<file path="src/rtl/ah_fifo_pkg.sv">
// Shared definitions for the snoopable FIFO and its upstream issue stage:
// default sizes, issue-stage state encoding and the credit-counter width helper.
package ah_fifo_pkg;

  localparam int WIDTH_DEF   = 164;
  localparam int CREDITS_DEF = 48;

  // Smallest width that can hold the value n itself (0..n inclusive).
  function automatic int credit_width(input int n);
    return $clog2(n + 1);
  endfunction

  localparam int CW_DEF = credit_width(CREDITS_DEF);

  typedef enum logic {
    IDLE  = 1'b0,
    CHECK = 1'b1
  } tx_state_e;

endpackage

</file>
<file path="src/rtl/ah_credit_counter.sv">
// Up/down credit counter starting full; an increment at full is dropped and
// raises a sticky error flag.
module ah_credit_counter
  import ah_fifo_pkg::*;
#(
  parameter int MAX = CREDITS_DEF,
  parameter int CW  = CW_DEF
) (
  input  logic          clk,
  input  logic          rst,
  input  logic          inc_i,
  input  logic          dec_i,
  output logic [CW-1:0] cnt_o,
  output logic          err_o
);

  localparam logic [CW-1:0] MaxVal = CW'(MAX);

  logic [CW-1:0] cnt_q, cnt_d;
  logic          err_q, err_d;

  always_comb begin
    cnt_d = cnt_q;
    err_d = err_q;
    case ({inc_i, dec_i})
      2'b10: begin
        if (cnt_q == MaxVal) err_d = 1'b1;
        else                 cnt_d = cnt_q + CW'(1);
      end
      2'b01: begin
        if (cnt_q != '0) cnt_d = cnt_q - CW'(1);
      end
      default: ;
    endcase
  end

  always_ff @(posedge clk or posedge rst) begin
    if (rst) begin
      cnt_q <= MaxVal;
      err_q <= 1'b0;
    end else begin
      cnt_q <= cnt_d;
      err_q <= err_d;
    end
  end

  assign cnt_o = cnt_q;
  assign err_o = err_q;

endmodule

</file>
<file path="src/rtl/ah_snoop_credit_tx.sv">
// Issue stage: holds one request, snoops the FIFO with it until clean, then
// issues it when a credit is available. One issue per cycle at most.
module ah_snoop_credit_tx
  import ah_fifo_pkg::*;
#(
  parameter int WIDTH   = WIDTH_DEF,
  parameter int CREDITS = CREDITS_DEF,
  parameter int CW      = CW_DEF
) (
  input  logic             clk,
  input  logic             rstn,
  input  logic [WIDTH-1:0] in_data,
  input  logic             in_valid,
  output logic             in_ready,
  output logic [WIDTH-1:0] wdata,
  output logic             wvalid,
  input  logic             wcredit,
  output logic [WIDTH-1:0] sdata,
  output logic             svalid,
  input  logic             smatch,
  output logic [CW-1:0]    credit_cnt,
  output logic [15:0]      hazard_stalls,
  output logic             credit_err
);

  localparam logic [15:0] StallMax = 16'hFFFF;

  tx_state_e        state_q, state_d;
  logic [WIDTH-1:0] hold_q, hold_d;
  logic [WIDTH-1:0] wdata_q;
  logic             wvalid_q;
  logic [15:0]      stalls_q;
  logic             ready_c;
  logic             issue;
  logic             hazard;

  // NOTE: every always_comb output gets a default first so no path infers a latch.
  always_comb begin
    state_d = state_q;
    hold_d  = hold_q;
    ready_c = 1'b0;
    issue   = 1'b0;
    hazard  = 1'b0;
    case (state_q)
      IDLE: begin
        ready_c = 1'b1;
        if (in_valid) begin
          hold_d  = in_data;
          state_d = CHECK;
        end
      end
      CHECK: begin
        if (smatch) begin
          hazard = 1'b1;
        end else if (credit_cnt != '0) begin
          issue   = 1'b1;
          ready_c = 1'b1;
          if (in_valid) hold_d  = in_data;
          else          state_d = IDLE;
        end
      end
      default: state_d = IDLE;
    endcase
  end

  // NOTE: sequential state uses non-blocking assignments so all registers update together.
  // NOTE: the wide hold register is reset because sdata exposes it straight out of reset.
  always_ff @(posedge clk or posedge rstn) begin
    if (rstn) begin
      state_q  <= IDLE;
      hold_q   <= '0;
      wdata_q  <= '0;
      wvalid_q <= 1'b0;
      stalls_q <= '0;
    end else begin
      state_q  <= state_d;
      hold_q   <= hold_d;
      wvalid_q <= issue;
      if (issue) wdata_q <= hold_q;
      if (hazard && (stalls_q != StallMax)) stalls_q <= stalls_q + 16'd1;
    end
  end

  ah_credit_counter #(
    .MAX (CREDITS),
    .CW  (CW)
  ) u_credits (
    .clk   (clk),
    .rst   (rstn),
    .inc_i (wcredit),
    .dec_i (issue),
    .cnt_o (credit_cnt),
    .err_o (credit_err)
  );

  // Nothing may be accepted while reset holds the registers.
  assign in_ready      = ready_c & ~rstn;
  assign wdata         = wdata_q;
  assign wvalid        = wvalid_q;
  assign sdata         = hold_q;
  assign svalid        = (state_q == CHECK);
  assign hazard_stalls = stalls_q;

endmodule

</file>
<file path="config.mk">
export PLATFORM = sky130hd
export DESIGN_NAME = ah_snoop_credit_tx
export DESIGN_NICKNAME = d
export VERILOG_FILES = /design/src/rtl/ah_fifo_pkg.sv /design/src/rtl/ah_credit_counter.sv /design/src/rtl/ah_snoop_credit_tx.sv
export SDC_FILE = /design/constraint.sdc
export NUM_CORES = 1
export LEC_CHECK = 0
export ABC_CLOCK_PERIOD_IN_PS = 24400
export CAP_MARGIN = 20
export CORE_AREA = 2 2 202 204
export CTS_CLUSTER_DIAMETER = 100
export DETAILED_ROUTE_END_ITERATION = 8
export DIE_AREA = 0 0 204 206
export PLACE_DENSITY = 0.66
export SLEW_MARGIN = 20
export SYNTH_ARGS = -nofsm -noshare
export SYNTH_HDL_FRONTEND = slang
export SYNTH_SLANG_ARGS = --single-unit
</file>
<file path="constraint.sdc">
create_clock -name clk -period 24.4 [get_ports clk]
set_clock_uncertainty 0.15 [all_clocks]
set_input_delay 4.88 -clock clk [delete_from_list [all_inputs] [get_ports clk]]
set_output_delay 4.88 -clock clk [all_outputs]
set_load 0.02 [all_outputs]
</file>
==> results of run 1 <==
[path summary, 6_finish.rpt]
check | to | depth (start not counted)
min reg2reg | wdata[87] | 2
max | in_ready | 4
min | wdata[87] | 2
max in group asynchronous | wdata[154] | 6
max reg2reg | u_credits.cnt_o[1] | 6
min in group asynchronous | wdata[83] | 2
[Yosys cell counts (4+ instances only)]
master	number	area, um^2
mux2_2	64	720.7
o21ai_2	4	35.03
buf_6	8	90.09
buf_2	30	150.1
nand3_1	8	40.04
nand2_1	503	1888
nand4_1	5	31.28
mux2_4	100	1501
xor2_1	9	78.83
clkbuf_1	7	26.28
dfrtp_1	351	8783
buf_12	11	220.2
xnor2_1	12	105.1
nor2_1	8	30.03
[through the flow]
stage | utilization (%) | hold WS, ns | power, uW | cells
after floorplan | - | 0.3881 | 1303 | 1159
after global placement | 48.63 | 0.3067 | 1743 | 2167
after detailed placement | 48.63 | 0.3099 | 1758 | 2167
after CTS | 51.64 | 0.3254 | 2334 | 2236
after global routing | 51.65 | 0.3394 | 2424 | 2237
final | 51.65 | 0.3192 | 2303 | 2238
[cell families (layout without fill, tap and decap cells)]
group,after synthesis,in the layout,share of synthesized area [%]
AOI/OAI and AO/OA,14,14,0.7490
xor gates and xnor gates,21,21,1.311
adders and majority gates,2,2,0.1783
buffers and inverters,60,605,3.576
DFF,353,353,62.97
muxes,168,168,16.15
other,0,2,0
and+or+nand+nor,541,541,15.07
[worst register-to-register path, delay by kind of cell, from the launching register on]
kind / cells / cell delay (ns)
DFF: 1 / 0.51
buffers and inverters: 2 / 1.11
AOI/OAI and AO/OA: 2 / 1.18
and+or+nand+nor: 1 / 0.50
muxes: 1 / 0.37
[where the power goes]
part / switching (uW) / internal [uW]
clock network: 232 / 327
registers: 121 / 752
logic: 448 / 423
total: 801 / 1500
[flip-flops by register name, summed over array words and instances, names as in the netlist]
signal / cells
sdata: 164
wdata: 164
hazard_stalls: 16
u_credits.cnt_o: 6
svalid: 1
u_credits.err_o: 1
wvalid: 1
[cell type report]
type | instances | area, um^2
Multi-Input combinational cell | 746 | 4711
Inverter | 4 | 27.53
Timing Repair Buffer | 532 | 5300
Sequential cell | 353 | 8836
Clock inverter | 8 | 50.05
Clock buffer | 61 | 1161
Tap cell | 532 | 665.6
Fill cell | 3551 | 19430
Antenna cell | 2 | 5.005
[metal layers]
metal / vias up / share of wire (%) / track usage (%)
met3: 59 / 8.0 / 5.771
met5: - / 0 / 0
met1: 5048 / 41 / 23.89
met4: 0 / 2.5 / 6.755
li1: 4759 / - / -
met2: 355 / 49 / 31.90
==> impl_metrics.json, run 1 <==
{
  "r2r_setup_slack_ns": 20.48,
  "rsz0062_at_grt": "no",
  "placed_area_um2": 19540,
  "synth-seq-cells": 353,
  "postCtsSetupRepairBufs": 0,
  "coreArea_um2": 40180,
  "drv_slew": 0,
  "antenna_found_initial": 2,
  "crit_type": "input pin to primary output",
  "worstHoldPathType": "flop to flop",
  "post-route-period-util_pct": 47.99,
  "status": "finished clean",
  "vdd_drop_max_v": 0.00006624,
  "cts_resized": 0,
  "drc": 0,
  "crit_path_top_delay_cell": "clkdlybuf4s50_1",
  "num_vias": 10220,
  "dp_hpwl_um": 28610,
  "port_buffers": 522,
  "crit-reg2reg-launch": "u_credits.cnt_o[1]",
  "cts.sinks": 353,
  "layout-area-overhead-vs-synth_pct": 47.92,
  "hold_buffers": 0,
  "die_x_um": 204,
  "synth_cell_types": 40,
  "ios": 523,
  "grt_usage_pct": 19.23,
  "powerDensity_nw_per_um2": 110.9,
  "layout.nets": 1848,
  "syn_inst": 1159,
  "vias_per_cell": 4.567,
  "synthArstFlopShare_pct": 100.0,
  "yosys_warnings": 0,
  "min_period_ns": 11.71,
  "hold_start": "wdata[87]",
  "drv_cap": 0,
  "syn_area_per_cell_um2": 12.11,
  "tritoncts": "yes",
  "rows": 74,
  "path_clk_slew_ns": 0.06,
  "timing.final.ws_setup_ns": 12.69,
  "cts_buffers": 40,
  "grt_pass1_vias": 10360,
  "setup.worst_path.end_class": "primary output",
  "required_ns": 19.37,
  "fmax_mhz": 85.39,
  "p_leak_uw": 0.009701,
  "cpPeakStageDelay_ns": 0.63,
  "netlist_area_um2": 14030,
  "clock_latency_ns": 0.54,
  "synth_edf_count": 0,
  "drt_iter0_markers": 468,
  "globalplace.congestion": 0.8203,
  "seq_area_frac_synth_pct": 62.97,
  "synth_ff_type": "dfrtp_1",
  "routed_wirelength_um": 41540,
  "path_delay_family": "buffers and inverters",
  "grt_max_degree": 94,
  "critical_path_buf_inv_count": 3,
  "setup_viol": 0,
  "ctsHtreeMaxLevel": 2,
  "hold_viol": 0,
  "cp_data_arrival_time_ns": 6.68,
  "layout-drive-gt1-share_pct": 14.08,
  "crit_start": "rstn",
  "grt_pass1_wl_um": 62200,
  "slew_headroom_pct": 26.39,
  "final_common_cell": "clkdlybuf4s50_1",
  "clk_root_buffer_cell": "clkbuf_16",
  "worst_slew_pin_slew_ns": 1.104,
  "path_max_fanout": 70,
  "dp_slack_ns": 12.68,
  "layout_common_cells": "522 x clkdlybuf4s50_1, 503 x nand2_1, 351 x dfrtp_1, 100 x mux2_4, 64 x mux2_2",
  "crit_path_start_kind": "input pin",
  "first_pass_iters": 4,
  "dieArea_um2": 42020,
  "die_h_um": 206,
  "finish.instance_area_um2": 20760,
  "synthesis.nets": 1330,
  "wl_per_cell_um": 18.56,
  "fin_tns_setup_ns": 0,
  "cts_buffer_depth": 3,
  "ant_nets": 0,
  "initial_core_util_pct": 34.92,
  "crit_chain": "clkdlybuf4s50_1 > inv_8 > and2_1 > clkdlybuf4s50_1",
  "cp_common_cell": "clkdlybuf4s50_1",
  "grt-ovfl-total": 0
}
(Power assumes the default switching activity.)
==> inputs of run 2 (changes only) <==
--- a/config.mk
+++ b/config.mk
@@ -5,13 +5,13 @@
 export SDC_FILE = /design/constraint.sdc
 export NUM_CORES = 1
 export LEC_CHECK = 0
-export ABC_CLOCK_PERIOD_IN_PS = 24400
+export ABC_CLOCK_PERIOD_IN_PS = 10120
 export CAP_MARGIN = 20
 export CORE_AREA = 2 2 202 204
 export CTS_CLUSTER_DIAMETER = 100
 export DETAILED_ROUTE_END_ITERATION = 8
 export DIE_AREA = 0 0 204 206
-export PLACE_DENSITY = 0.66
+export PLACE_DENSITY = 0.69
 export SLEW_MARGIN = 20
 export SYNTH_ARGS = -nofsm -noshare
 export SYNTH_HDL_FRONTEND = slang
==> constraint.sdc (replaced) <==
create_clock -name clk -period 10.12 [get_ports clk]
set_clock_uncertainty 0.15 [all_clocks]
set_input_delay 2.024 -clock clk [delete_from_list [all_inputs] [get_ports clk]]
set_output_delay 2.024 -clock clk [all_outputs]
set_load 0.02 [all_outputs]
==> run 2 against run 1 <==
  * Global-route usage shrank 0.13 points
  * Via count grew 0.46%
  * Power grew 150%
  * Utilization grew 0.38 points
  * Routed wire length shrank 1.4%
  * Final cell count grew 0.13%
  * Critical path depth is the same
  * First-iteration DRC count grew 18%
  * Combinational power grew 140%
  * Sequential cell count is the same
  * Critical path type unchanged
  * Largest cell class unchanged
==> impl_metrics.json, run 2 (same netlist as run 1, synthesis figures left out) <==
{
  "grt_usage_pct": 19.10,
  "hold_viol": 0,
  "drv_cap": 0,
  "ios": 523,
  "ctsHtreeMaxLevel": 2,
  "whs_ns": 0.3195,
  "power.switching_uw": 1943,
  "tritoncts": "yes",
  "rsz0062_at_grt": "no",
  "hold_buffers": 0,
  "nFillCells": 3455,
  "clkPwrFrac_pct": 26.0,
  "layout.nets": 1848,
  "path_max_fanout": 6,
  "final_common_cell": "clkdlybuf4s50_1",
  "grt-ovfl-total": 0,
  "antenna_found_initial": 5,
  "cts.sinks": 353,
  "die_h_um": 206,
  "layout-area-overhead-vs-synth_pct": 49.00,
  "path_clk_slew_ns": 0.06,
  "drc": 0,
  "dp_hpwl_um": 28400,
  "pwr-share-comb_pct": 36.9,
  "grt_pass1_vias": 10470,
  "cts_buffers": 40,
  "vias_per_cell": 4.582,
  "num_vias": 10270,
  "p_leak_uw": 0.009768,
  "postCtsSetupRepairBufs": 0,
  "layout-drive-gt1-share_pct": 14.42,
  "post-route-period-util_pct": 58.40,
  "crit_type": "input pin to primary output",
  "rows": 74,
  "cp_data_arrival_time_ns": 3.74,
  "finish.instance_area_um2": 20910,
  "layout_common_cells": "522 x clkdlybuf4s50_1, 503 x nand2_1, 351 x dfrtp_1, 100 x mux2_4, 64 x mux2_2",
  "p_int_uw": 3739,
  "worst_slew_pin_slew_ns": 1.057,
  "grt_pass1_wl_um": 62020,
  "globalplace.congestion": 0.8383,
  "dieArea_um2": 42020,
  "setup_viol": 0,
  "first_pass_iters": 4,
  "coreArea_um2": 40180,
  "drt_iter0_markers": 554,
  "clock_latency_ns": 0.54,
  "required_ns": 7.95,
  "ant_nets": 0,
  "swShare_pct": 34.20,
  "cts_resized": 0,
  "final-seq-area_um2": 8836,
  "power_frac_seq_pct": 37.1,
  "drv_slew": 0,
  "status": "finished clean",
  "grt_max_degree": 136,
  "min_period_ns": 5.910,
  "multi_input_comb_area_um2": 4711,
  "worstHoldPathType": "flop to flop",
  "powerDensity_nw_per_um2": 271.8,
  "initial_core_util_pct": 34.92,
  "die_x_um": 204,
  "crit_path_start_kind": "input pin",
  "port_buffers": 522,
  "setup.worst_path.end_class": "primary output",
  "routed_wirelength_um": 40970,
  "fin_tns_setup_ns": 0,
  "vdd_drop_max_v": 0.0001579,
  "clk_root_buffer_cell": "clkbuf_16",
  "slew_headroom_pct": 29.55,
  "fmax_mhz": 169.2,
  "placed_area_um2": 19550,
  "cts_buffer_depth": 3,
  "wl_per_cell_um": 18.28
}
run 2: changes by cell type in the layout (fill, tap and decap cells not counted), moves of 2 or more:
| cell | change |
|---|---|
| clkbuf_1 | -4 |
| bufinv_16 | +4 |
| clkinv_2 | -2 |
| clkbuf_8 | +2 |
| inv_6 | +2 |
run 2: layer usage:
metal	track usage, %	routed length, um	vias to the layer above	share of wire, %
met5	0	16	-	0.039
met4	7.350	1411	2	3.4
met3	6.749	3577	82	8.7
met2	30.54	19320	378	47
met1	23.77	16640	5031	41
li1	-	-	4775	-
run 2: worst paths after layout:
kind                                         start                 end  slack [ns]  cells after the start
worst max-delay path                        smatch            in_ready        4.21                      4
worst min-delay path                    wdata[158]          wdata[158]        0.32                      2
worst max register to register  u_credits.cnt_o[1]  u_credits.cnt_o[1]        6.15                      7
worst min register to register          wdata[158]          wdata[158]        0.32                      2
max in group asynchronous                     rstn          wdata[140]        5.34                      6
min in group asynchronous                     rstn    hazard_stalls[4]        1.88                      3
run 2: critical path, stage by stage:
cell and delay, ns:
clkdlybuf4s50_1 0.53, o21ai_2 0.35, and2_1 0.21, clkdlybuf4s50_1 0.61
run 2: power by group through the flow:
stage	Sequential, uW	Combinational (uW)	Clock [uW]
2_1_floorplan	2570	573	0
3_3_place_gp	2110	2090	0
3_5_place_dp	2130	2100	0
4_1_cts	2110	2120	1520
5_1_grt	2160	2220	1590
6_report	2110	2100	1480
run 2: area by class of cell:
class | count | area share (%)
sequential | 353 | 42.26
timing repair buffer | 532 | 25.41
multi-input combinational | 746 | 22.53
clock buffer | 59 | 5.613
tap | 532 | 3.184
clock inverter | 12 | 0.8498
inverter | 4 | 0.1137
antenna | 3 | 0.03591
run 2: stage by stage:
step | cells | worst slack (ns) | total power, uW | utilization (%)
after global placement | 2167 | 4.232 | 4198 | 48.65
after floorplan | 1159 | 0.04421 | 3141 | -
final | 2241 | 4.210 | 5682 | 52.03
after global routing | 2241 | 4.114 | 5971 | 52.03
after detailed placement | 2167 | 4.225 | 4231 | 48.65
after CTS | 2238 | 4.213 | 5746 | 52.01
==> inputs of run 3 (changes only) <==
--- a/config.mk
+++ b/config.mk
@@ -5,7 +5,7 @@
 export SDC_FILE = /design/constraint.sdc
 export NUM_CORES = 1
 export LEC_CHECK = 0
-export ABC_CLOCK_PERIOD_IN_PS = 10120
+export ABC_CLOCK_PERIOD_IN_PS = 4900
 export CAP_MARGIN = 20
 export CORE_AREA = 2 2 202 204
 export CTS_CLUSTER_DIAMETER = 100
==> constraint.sdc (replaced) <==
create_clock -name clk -period 4.9 [get_ports clk]
set_clock_uncertainty 0.15 [all_clocks]
set_input_delay 0.98 -clock clk [delete_from_list [all_inputs] [get_ports clk]]
set_output_delay 0.98 -clock clk [all_outputs]
set_load 0.02 [all_outputs]
==> run 3 against run 2 <==
  * Final cell count hardly changed
  * Largest power group unchanged
  * Critical path type unchanged
  * First-iteration DRC count is 21% lower
  * Via count hardly changed
  * Hold slack hardly changed
  * Largest cell class unchanged
==> impl_metrics.json, run 3 (same netlist as run 1, synthesis figures left out) <==
{
  "nFillCells": 3485,
  "crit_path_start_kind": "input pin",
  "cts.sinks": 353,
  "layout-area-overhead-vs-synth_pct": 49.06,
  "drt_iter0_markers": 437,
  "dp.cells": 2170,
  "pwr-share-comb_pct": 37.3,
  "p_int_uw": 7660,
  "ant_nets": 0,
  "rows": 74,
  "path_delay_family": "buffers and inverters",
  "status": "finished clean",
  "cpPeakStageDelay_ns": 0.62,
  "p_leak_uw": 0.009780,
  "required_ns": 3.77,
  "hold_viol": 0,
  "drc": 0,
  "cp_data_arrival_time_ns": 2.70,
  "worst_slew_pin_slew_ns": 0.8485,
  "rsz0062_at_grt": "no",
  "crit_type": "input pin to primary output",
  "path_depth": 4,
  "tritoncts": "yes",
  "drv_cap": 0,
  "cts_resized": 0,
  "cp_common_cell": "clkdlybuf4s50_1",
  "dp_hpwl_um": 28780,
  "grt_busiest_layer": "met2",
  "path_clk_slew_ns": 0.06,
  "critical_path_buf_inv_count": 2,
  "initial_core_util_pct": 34.92,
  "cts_buffer_depth": 3,
  "grt_max_degree": 166,
  "vias_per_cell": 4.587,
  "fmax_mhz": 261.1,
  "min_period_ns": 3.830,
  "layout_common_cells": "522 x clkdlybuf4s50_1, 503 x nand2_1, 351 x dfrtp_1, 100 x mux2_4, 64 x mux2_2",
  "globalplace.congestion": 0.8466,
  "power.switching_uw": 4016,
  "drv_slew": 0,
  "ios": 523,
  "grt_pass1_vias": 10240,
  "final_common_cell": "clkdlybuf4s50_1",
  "antenna_found_initial": 1,
  "dieArea_um2": 42020,
  "multi_input_comb_area_um2": 4711,
  "worstHoldPathType": "flop to flop",
  "met3_usage_pct": 6.213,
  "grt_pass1_wl_um": 61960,
  "clock_latency_ns": 0.54,
  "ctsHtreeMaxLevel": 2,
  "cts_buffers": 40,
  "die_x_um": 204,
  "num_vias": 10270,
  "wl_per_cell_um": 18.54,
  "num_antenna_cells": 0,
  "die_h_um": 206,
  "swShare_pct": 34.40,
  "coreArea_um2": 40180,
  "powerDensity_nw_per_um2": 558.2,
  "routed_wirelength_um": 41530,
  "first_pass_iters": 4,
  "timing.final.ws_setup_ns": 1.070,
  "grt-ovfl-total": 0,
  "hold_depth": 2,
  "postCtsSetupRepairBufs": 0,
  "final-seq-area_um2": 8836,
  "path_max_fanout": 6,
  "power_frac_seq_pct": 37.2,
  "grt_usage_pct": 19.06,
  "instances_no_fill": 2240,
  "clkPwrFrac_pct": 25.5,
  "crit_chain": "clkdlybuf4s50_1 > o21ai_2 > and2_1 > clkdlybuf4s50_1",
  "reg2reg_depth": 6,
  "crit_path_top_delay_cell": "clkdlybuf4s50_1",
  "port_buffers": 522,
  "post-route-period-util_pct": 78.16,
  "setup_viol": 0,
  "hold_buffers": 0,
  "slew_headroom_pct": 43.44,
  "grt_util_met2_pct": 30.99,
  "layout.nets": 1851,
  "r2r_setup_slack_ns": 2.02,
  "layout-drive-gt1-share_pct": 14.52,
  "dp_slack_ns": 1.071,
  "grtUsageMet1_pct": 24.23,
  "vdd_drop_max_v": 0.0003245,
  "setup.worst_path.end_class": "primary output",
  "clk_root_buffer_cell": "clkbuf_16"
}
-- run 3: cell types whose count changed in the layout (fill, tap and decap cells not counted), sizes merged --
cell	before	now
bufinv	4	2
inv	5	3
buf	10	13
clkbuf	59	62
diode	3	0
-- run 3: worst reg2reg max path, stage by stage (launching register included) --
cell and delay [ns]:
dfrtp_1 0.48, or3_1 0.51, nor2_2 0.13, o21ai_2 0.12, nand2_8 0.50, buf_4 0.49, mux2_2 0.39
-- run 3: path summary, 6_finish.rpt --
kind / startpoint / to
max: smatch / in_ready
min: wdata[16] / wdata[16]
max reg2reg: u_credits.cnt_o[0] / sdata[7]
min reg2reg: wdata[16] / wdata[16]
max in group asynchronous: rstn / wdata[1]
min in group asynchronous: rstn / hazard_stalls[8]
-- run 3: area by class of cell --
type	count	area share, %
Clock buffer	62	5.808
Tap cell	532	3.182
Timing Repair Buffer	535	25.69
Inverter	4	0.1137
Multi-Input combinational cell	746	22.52
Sequential cell	353	42.24
Clock inverter	8	0.4427
-- run 3: stage by stage --
stage	hold slack [ns]	total power [uW]	TNS, ns	utilization (%)	instance area [um^2]
finish	0.3190	11680	0	52.05	20920
floorplan	0.3881	6487	-340.92	-	14040
detailed placement	0.3109	8762	0	48.80	19610
global placement	0.3065	8680	0	48.80	19610
global route	0.3350	12240	0	52.05	20920
CTS	0.3254	11810	0	52.05	20920
-- run 3: power by group through the flow --
stage	registers, uW	clock network [uW]	logic, uW
after CTS	4350	3060	4400
after detailed placement	4390	0	4370
after global routing	4460	3180	4600
final	4350	2980	4350
after floorplan	5300	0	1180
after global placement	4350	0	4330
-- run 3: metal layers --
layer  up-vias  share of wire [%]
met5         -                  0
met4         0                2.7
met3        61                8.7
met1      5080                 41
met2       367                 48
li1       4766                  -
